--- config.mk ---
export PLATFORM = sky130hd
export DESIGN_NAME = rf_write_arbiter
export DESIGN_NICKNAME = d
export VERILOG_FILES = /design/src/rtl/rf_write_arbiter.sv
export SDC_FILE = /design/constraint.sdc
export NUM_CORES = 1
export LEC_CHECK = 0
export ABC_AREA = 1
export BUFFER_PORTS_ARGS = -buffer_cell sky130_fd_sc_hd__clkbuf_2
export CORE_ASPECT_RATIO = 1.2
export CORE_MARGIN = 2
export CORE_UTILIZATION = 40
export DETAILED_ROUTE_END_ITERATION = 8
export PLACE_DENSITY = 0.78
export REMOVE_ABC_BUFFERS = 1
export SYNTH_ARGS = -nofsm -noshare
export SYNTH_HDL_FRONTEND = slang
export SYNTH_SLANG_ARGS = --single-unit
--- constraint.sdc ---
create_clock -name clk -period 1.16 [get_ports clk]
set_clock_uncertainty 0.1 [all_clocks]
set_input_delay 0.232 -clock clk [delete_from_list [all_inputs] [get_ports clk]]
set_output_delay 0.232 -clock clk [all_outputs]
set_load 0.01 [all_outputs]
--- src/rtl/rf_write_arbiter.sv ---
// Two-requester register-file write arbiter: latches one write request in IDLE,
// commits it for exactly one cycle in WRITE, round-robin on simultaneous requests.
module rf_write_arbiter #(
    parameter int DW   = 5,
    parameter int NREG = 4,
    parameter int AW   = 2
) (
    input  logic            clk,
    input  logic            reset,
    input  logic            req_a,
    input  logic [AW-1:0]   addr_a,
    input  logic [DW-1:0]   data_a,
    input  logic            req_b,
    input  logic [AW-1:0]   addr_b,
    input  logic [DW-1:0]   data_b,
    output logic            gnt_a,
    output logic            gnt_b,
    output logic [NREG-1:0] rf_sel,
    output logic [DW-1:0]   rf_din,
    output logic            busy,
    output logic [NREG-1:0] rf_valid
);

    typedef enum logic [0:0] {
        IDLE  = 1'b0,
        WRITE = 1'b1
    } state_t;

    state_t          state_r;
    state_t          state_nxt_s;
    logic            take_s;
    logic            win_a_s;
    logic            win_a_r;
    logic            last_b_r;
    logic [AW-1:0]   addr_r;
    logic [DW-1:0]   data_r;
    logic [NREG-1:0] rf_valid_r;

    // Winner selection: a lone requester wins; on a tie the one not granted last wins.
    always_comb begin
        take_s  = 1'b0;
        win_a_s = 1'b0;
        if (state_r == IDLE) begin
            take_s  = req_a | req_b;
            win_a_s = req_a & (~req_b | last_b_r);
        end else begin
            take_s  = 1'b0;
            win_a_s = 1'b0;
        end
    end

    // State register plus latched winner/address/data, last-grant pointer and valid bits.
    always_ff @(posedge clk) begin
        if (reset) begin
            state_r    <= IDLE;
            win_a_r    <= 1'b0;
            last_b_r   <= 1'b1;
            addr_r     <= {AW{1'b0}};
            data_r     <= {DW{1'b0}};
            rf_valid_r <= {NREG{1'b0}};
        end else begin
            state_r <= state_nxt_s;
            if (take_s) begin
                win_a_r  <= win_a_s;
                last_b_r <= ~win_a_s;
                addr_r   <= win_a_s ? addr_a : addr_b;
                data_r   <= win_a_s ? data_a : data_b;
            end
            // The register loads at the edge closing WRITE, so validity follows it.
            if (state_r == WRITE) begin
                rf_valid_r <= rf_valid_r | rf_sel;
            end
        end
    end

    // Next-state logic: WRITE always lasts exactly one cycle.
    always_comb begin
        state_nxt_s = state_r;
        case (state_r)
            IDLE:    state_nxt_s = take_s ? WRITE : IDLE;
            WRITE:   state_nxt_s = IDLE;
            default: state_nxt_s = IDLE;
        endcase
    end

    // Output decode: everything is driven from registers, zero outside WRITE.
    always_comb begin
        gnt_a    = 1'b0;
        gnt_b    = 1'b0;
        rf_sel   = {NREG{1'b0}};
        rf_din   = {DW{1'b0}};
        busy     = 1'b0;
        rf_valid = rf_valid_r;
        case (state_r)
            WRITE: begin
                gnt_a  = win_a_r;
                gnt_b  = ~win_a_r;
                rf_sel = {{(NREG-1){1'b0}}, 1'b1} << addr_r;
                rf_din = data_r;
                busy   = 1'b1;
            end
            IDLE: begin
                busy = 1'b0;
            end
            default: begin
                busy = 1'b0;
            end
        endcase
    end

endmodule

### After elaboration in Yosys (flattened, before gate mapping)

Index checks and enable logic that the tools add are counted.

* bits in registers: 14
* input port bits: 18
* output and inout port bits: 16
* word-level logic and storage cells: 26

* shifts and indexed selects: 1
* mux-type cells: 11
* bitwise gates (word level): 8

Operator list (number)
* 2-to-1 mux 5 bit: 2
* 2-to-1 mux 1 bit: 5
* 2-to-1 mux 4 bit: 1
* NOT 1 bit: 4
* bitwise OR 4 bit: 1
* one-hot mux 1 bit (2 select lines): 2
* << shifter 1 x 2 -> 4 bit, first input constant: 1
* 2-to-1 mux 2 bit: 1
* bitwise OR 1 bit: 2
* bitwise AND 1 bit: 1

### Logic depth before layout (Yosys ltp)

* depth after elaboration: 5
* mapped depth: 7
* gate-level depth less buffers: 6

### Worst setup path before layout

No wires, ideal clock.

* kind: reg-to-output
* start: reg state_r
* end: out gnt_b
* arrival time: 0.873 ns
* required time: 0.828 ns
* path slack: -0.045 ns
* stages on the path, launching flop included: 4
* buffers on the path: 1
* cells stage by stage: dfxtp_1 -> buf_6 -> inv_1 -> nor2_1

* word-level cells in the longest chain between the ends: 1

Ends and longest elaborated chain
* start: declaration: RTL line 29 `state_t state_r;`
* start signal: assignment: RTL line 62 `state_r <= state_nxt_s;`
* 2-to-1 mux 1 bit: RTL line 94 `case (state_r)`
* end: declaration: RTL line 17 `output logic gnt_b,`

No other way between the ends.

### Final worst setup path

* start: reg state_r
* end: out rf_din[3]

* word-level cells in the longest chain between the ends: 1

Ends and longest elaborated chain
* 2-to-1 mux 5 bit: RTL line 94
* end: declaration: RTL line 19 `output logic [DW-1:0] rf_din,`

No other way between the ends.

==> impl_metrics.csv <==
group,metric,value,unit
status,outcome,"finished with violations",
status,violations,"setup timing",
setup_path,cp_common_cell,"buf_6",
timing,setup_viol,19,
hold_path,hp-class,"in -> reg",
timing,final.setup.tns,-2.91,ns
yosys,syn_inst,111,
yosys,syn_avg_cell_area,6.48,sq um
place,globalplace.congestion,0.792,
timing,maxSlewViolCount,0,
yosys,synth.mux.area_fraction,0,%
yosys,synth-xor-area-share,0,%
floorplanning,fp.coreArea,1660,sq um
flow_run,maxCapViolCount,0,
cts,clkTransAtPathRegs,0.09,ns
cts,htreeDepth,1,
place,dpl.hpwl,1240,microns
yosys,yosys.area_share.simple,30.1,%
power,p_per_area,1120,nW/um^2
finish,drive_above_1_share,47.1,%
detailed_routing,via_per_inst,4.73,
finish,finalNonFillerCells,173,
setup_path,endpoint_kind,"output port",
finish,nets,174,
floorplanning,dieWidth,42.7,microns
timing,relSlewSlack,84.5,%
detailed_routing,drt_iter0_drc,6,
power,ir_drop,0.000588,V
detailed_routing,drtAntennaViolNets,0,
setup_path,cpPeakStageDelay,0.33,ns
power,p_leak,0.639,nW
global_routing,grt_pass1_vias,763,
power,power,1.24,mW
setup_path,worstPathMaxFanout,7,
finish,area_growth,54.6,%
timing,post-route-min-period,1.39,ns
detailed_routing,routed_wirelength,1840,microns
cts,cts_root_buffer,"clkbuf_4",
setup_path,path_class,"reg -> out",
yosys,synth_area,719,sq um
setup_path,worstSetupStartpointType,"flip-flop",
cts,clkLatencyLatePin,0.27,ns
yosys,synthAdderAreaFrac,0,%
floorplanning,dieArea,2160,sq um
global_routing,antenna_found_initial,0,
cts,hold_buffers,0,
yosys,synth_top_family_by_area,"simple AND/OR/NAND/NOR gates",
setup_path,critical_path_buf_inv_count,4,
global_routing,overflow,0,
timing,hold_viol,0,
finish,final_common_cell,"clkbuf_2",
finish,num_antenna_cells,0,
setup_path,worst-endpoint-arrival,1.06,ns
cts,cts_buffers,3,
floorplanning,io_pins,34,
timing,max_freq,0.717,GHz
setup_path,cp_slowest_cell,"dfxtp_2",
timing,whs,0.118,ns
setup_path,crit_chain,"buf_6, buf_6, nand2_2, inv_2, buf_6",
finish,layout_common_cells,"23 x clkbuf_2, 20 x nor2_1, 16 x inv_1",
setup_path,cp_top_family,"buffers and inverters",
floorplanning,die_height,50.5,microns
yosys,synth_compound_area_share,13.9,%
detailed_routing,via_count,818,
global_routing,track_usage,17.7,%
cts,cts_tree,"built",
setup_path,worstPathRequired,0.83,ns
detailed_routing,dr.pass1.iters,4,
global_routing,grt_max_degree,18,
place,dp.cells,165,
finish,post-route-util,66.9,%
yosys,yosysSeqAreaShare,39.0,%
detailed_routing,drc,0,
timing,tightest_slew,0.232,ns
timing,fin_crit_sh,120,%
yosys,ys_ff_latch,14,
place,io_buffers,33,
floorplanning,start_util,43.3,%
cts,cts_buffer_depth,2,
yosys,yosysWarnings,0,
yosys,synth_cell_type_count,12,
global_routing,grt_pass1_wl,2940,microns
timing,setup_ws,-0.235,ns
cts,cts_sinks,14,
detailed_routing,avgRoutedWirePerCell,10.7,microns
timing,rsz0062_at_grt,"yes",
floorplanning,rows,16,
[timing repair]
action	4_1_cts	5_1_grt
buffers inserted	2	2
resized for setup	7	37
pin swaps	7	4
endpoints found under the setup margin	17	21
[layout make-up]
cell class	instances	area (sq um)
inverters	24	90.1
multi-input cells	69	362
repair buffers	44	319
fillers	154	549
clock buffers	4	36.3
well taps	18	22.5
flip-flops and latches	14	283
[power breakdown]
part / switching (mW) / internal (mW)
clock network: 0.158 / 0.191
logic: 0.176 / 0.168
registers: 0.0271 / 0.523
[through the flow]
step                cell area [sq um]  worst slack (ns)
global placement                  940            0.0135
detailed placement                940           -0.0135
global route                     1110            -0.283
floorplan                         687           -0.0878
CTS                              1010            -0.222
finish                           1110            -0.235
[worst register-to-register path, stage by stage, from the launching register on]
cell     delay (ns)
dfxtp_2        0.33
buf_6          0.13
buf_4          0.14
nor2_4         0.12
buf_6          0.15
a21oi_1        0.07
nor2_1         0.11
nor2_1         0.05
[flip-flops by register name, summed over array words and instances, names as in the netlist]
name      cells
last_b_r      1
data_r        5
win_a_r       1
state_r       1
rf_valid      4
addr_r        2
[path summary, 6_finish.rpt]
| kind | from | end | slack [ns] | cells past startpoint |
|---|---|---|---|---|
| min | reset | win_a_r | 0.12 | 2 |
| max reg2reg | state_r | addr_r[1] | -0.15 | 7 |
| min reg2reg | last_b_r | last_b_r | 0.37 | 2 |
| max | state_r | rf_din[3] | -0.23 | 5 |
[metal layers]
layer  track usage (%)  share of wire [%]  vias up
li1                  -                  -      427
met1              19.1                 40      370
met2              32.3                 54       19
met3              3.60                4.2        2
met4              7.81                1.0        0
met5                 0                  0        -
[kinds of logic (layout without fill, tap and decap cells)]
family | count (synthesis) | after routing
DFF | 14 | 14
and+or+nand+nor | 50 | 50
AOI/OAI and AO/OA | 19 | 19
buffers and inverters | 28 | 72
[synth_stat cells, drive strengths merged]
library cell,n,area (sq um)
nand2,16,60.1
nor2,23,101
o21ai,8,40.0
inv,24,90.1
nand3,11,55.1
dfxtp,14,280
o21a,2,15.0
a21oi,9,45.0
buf,4,32.5
(Power assumes the default switching activity.)
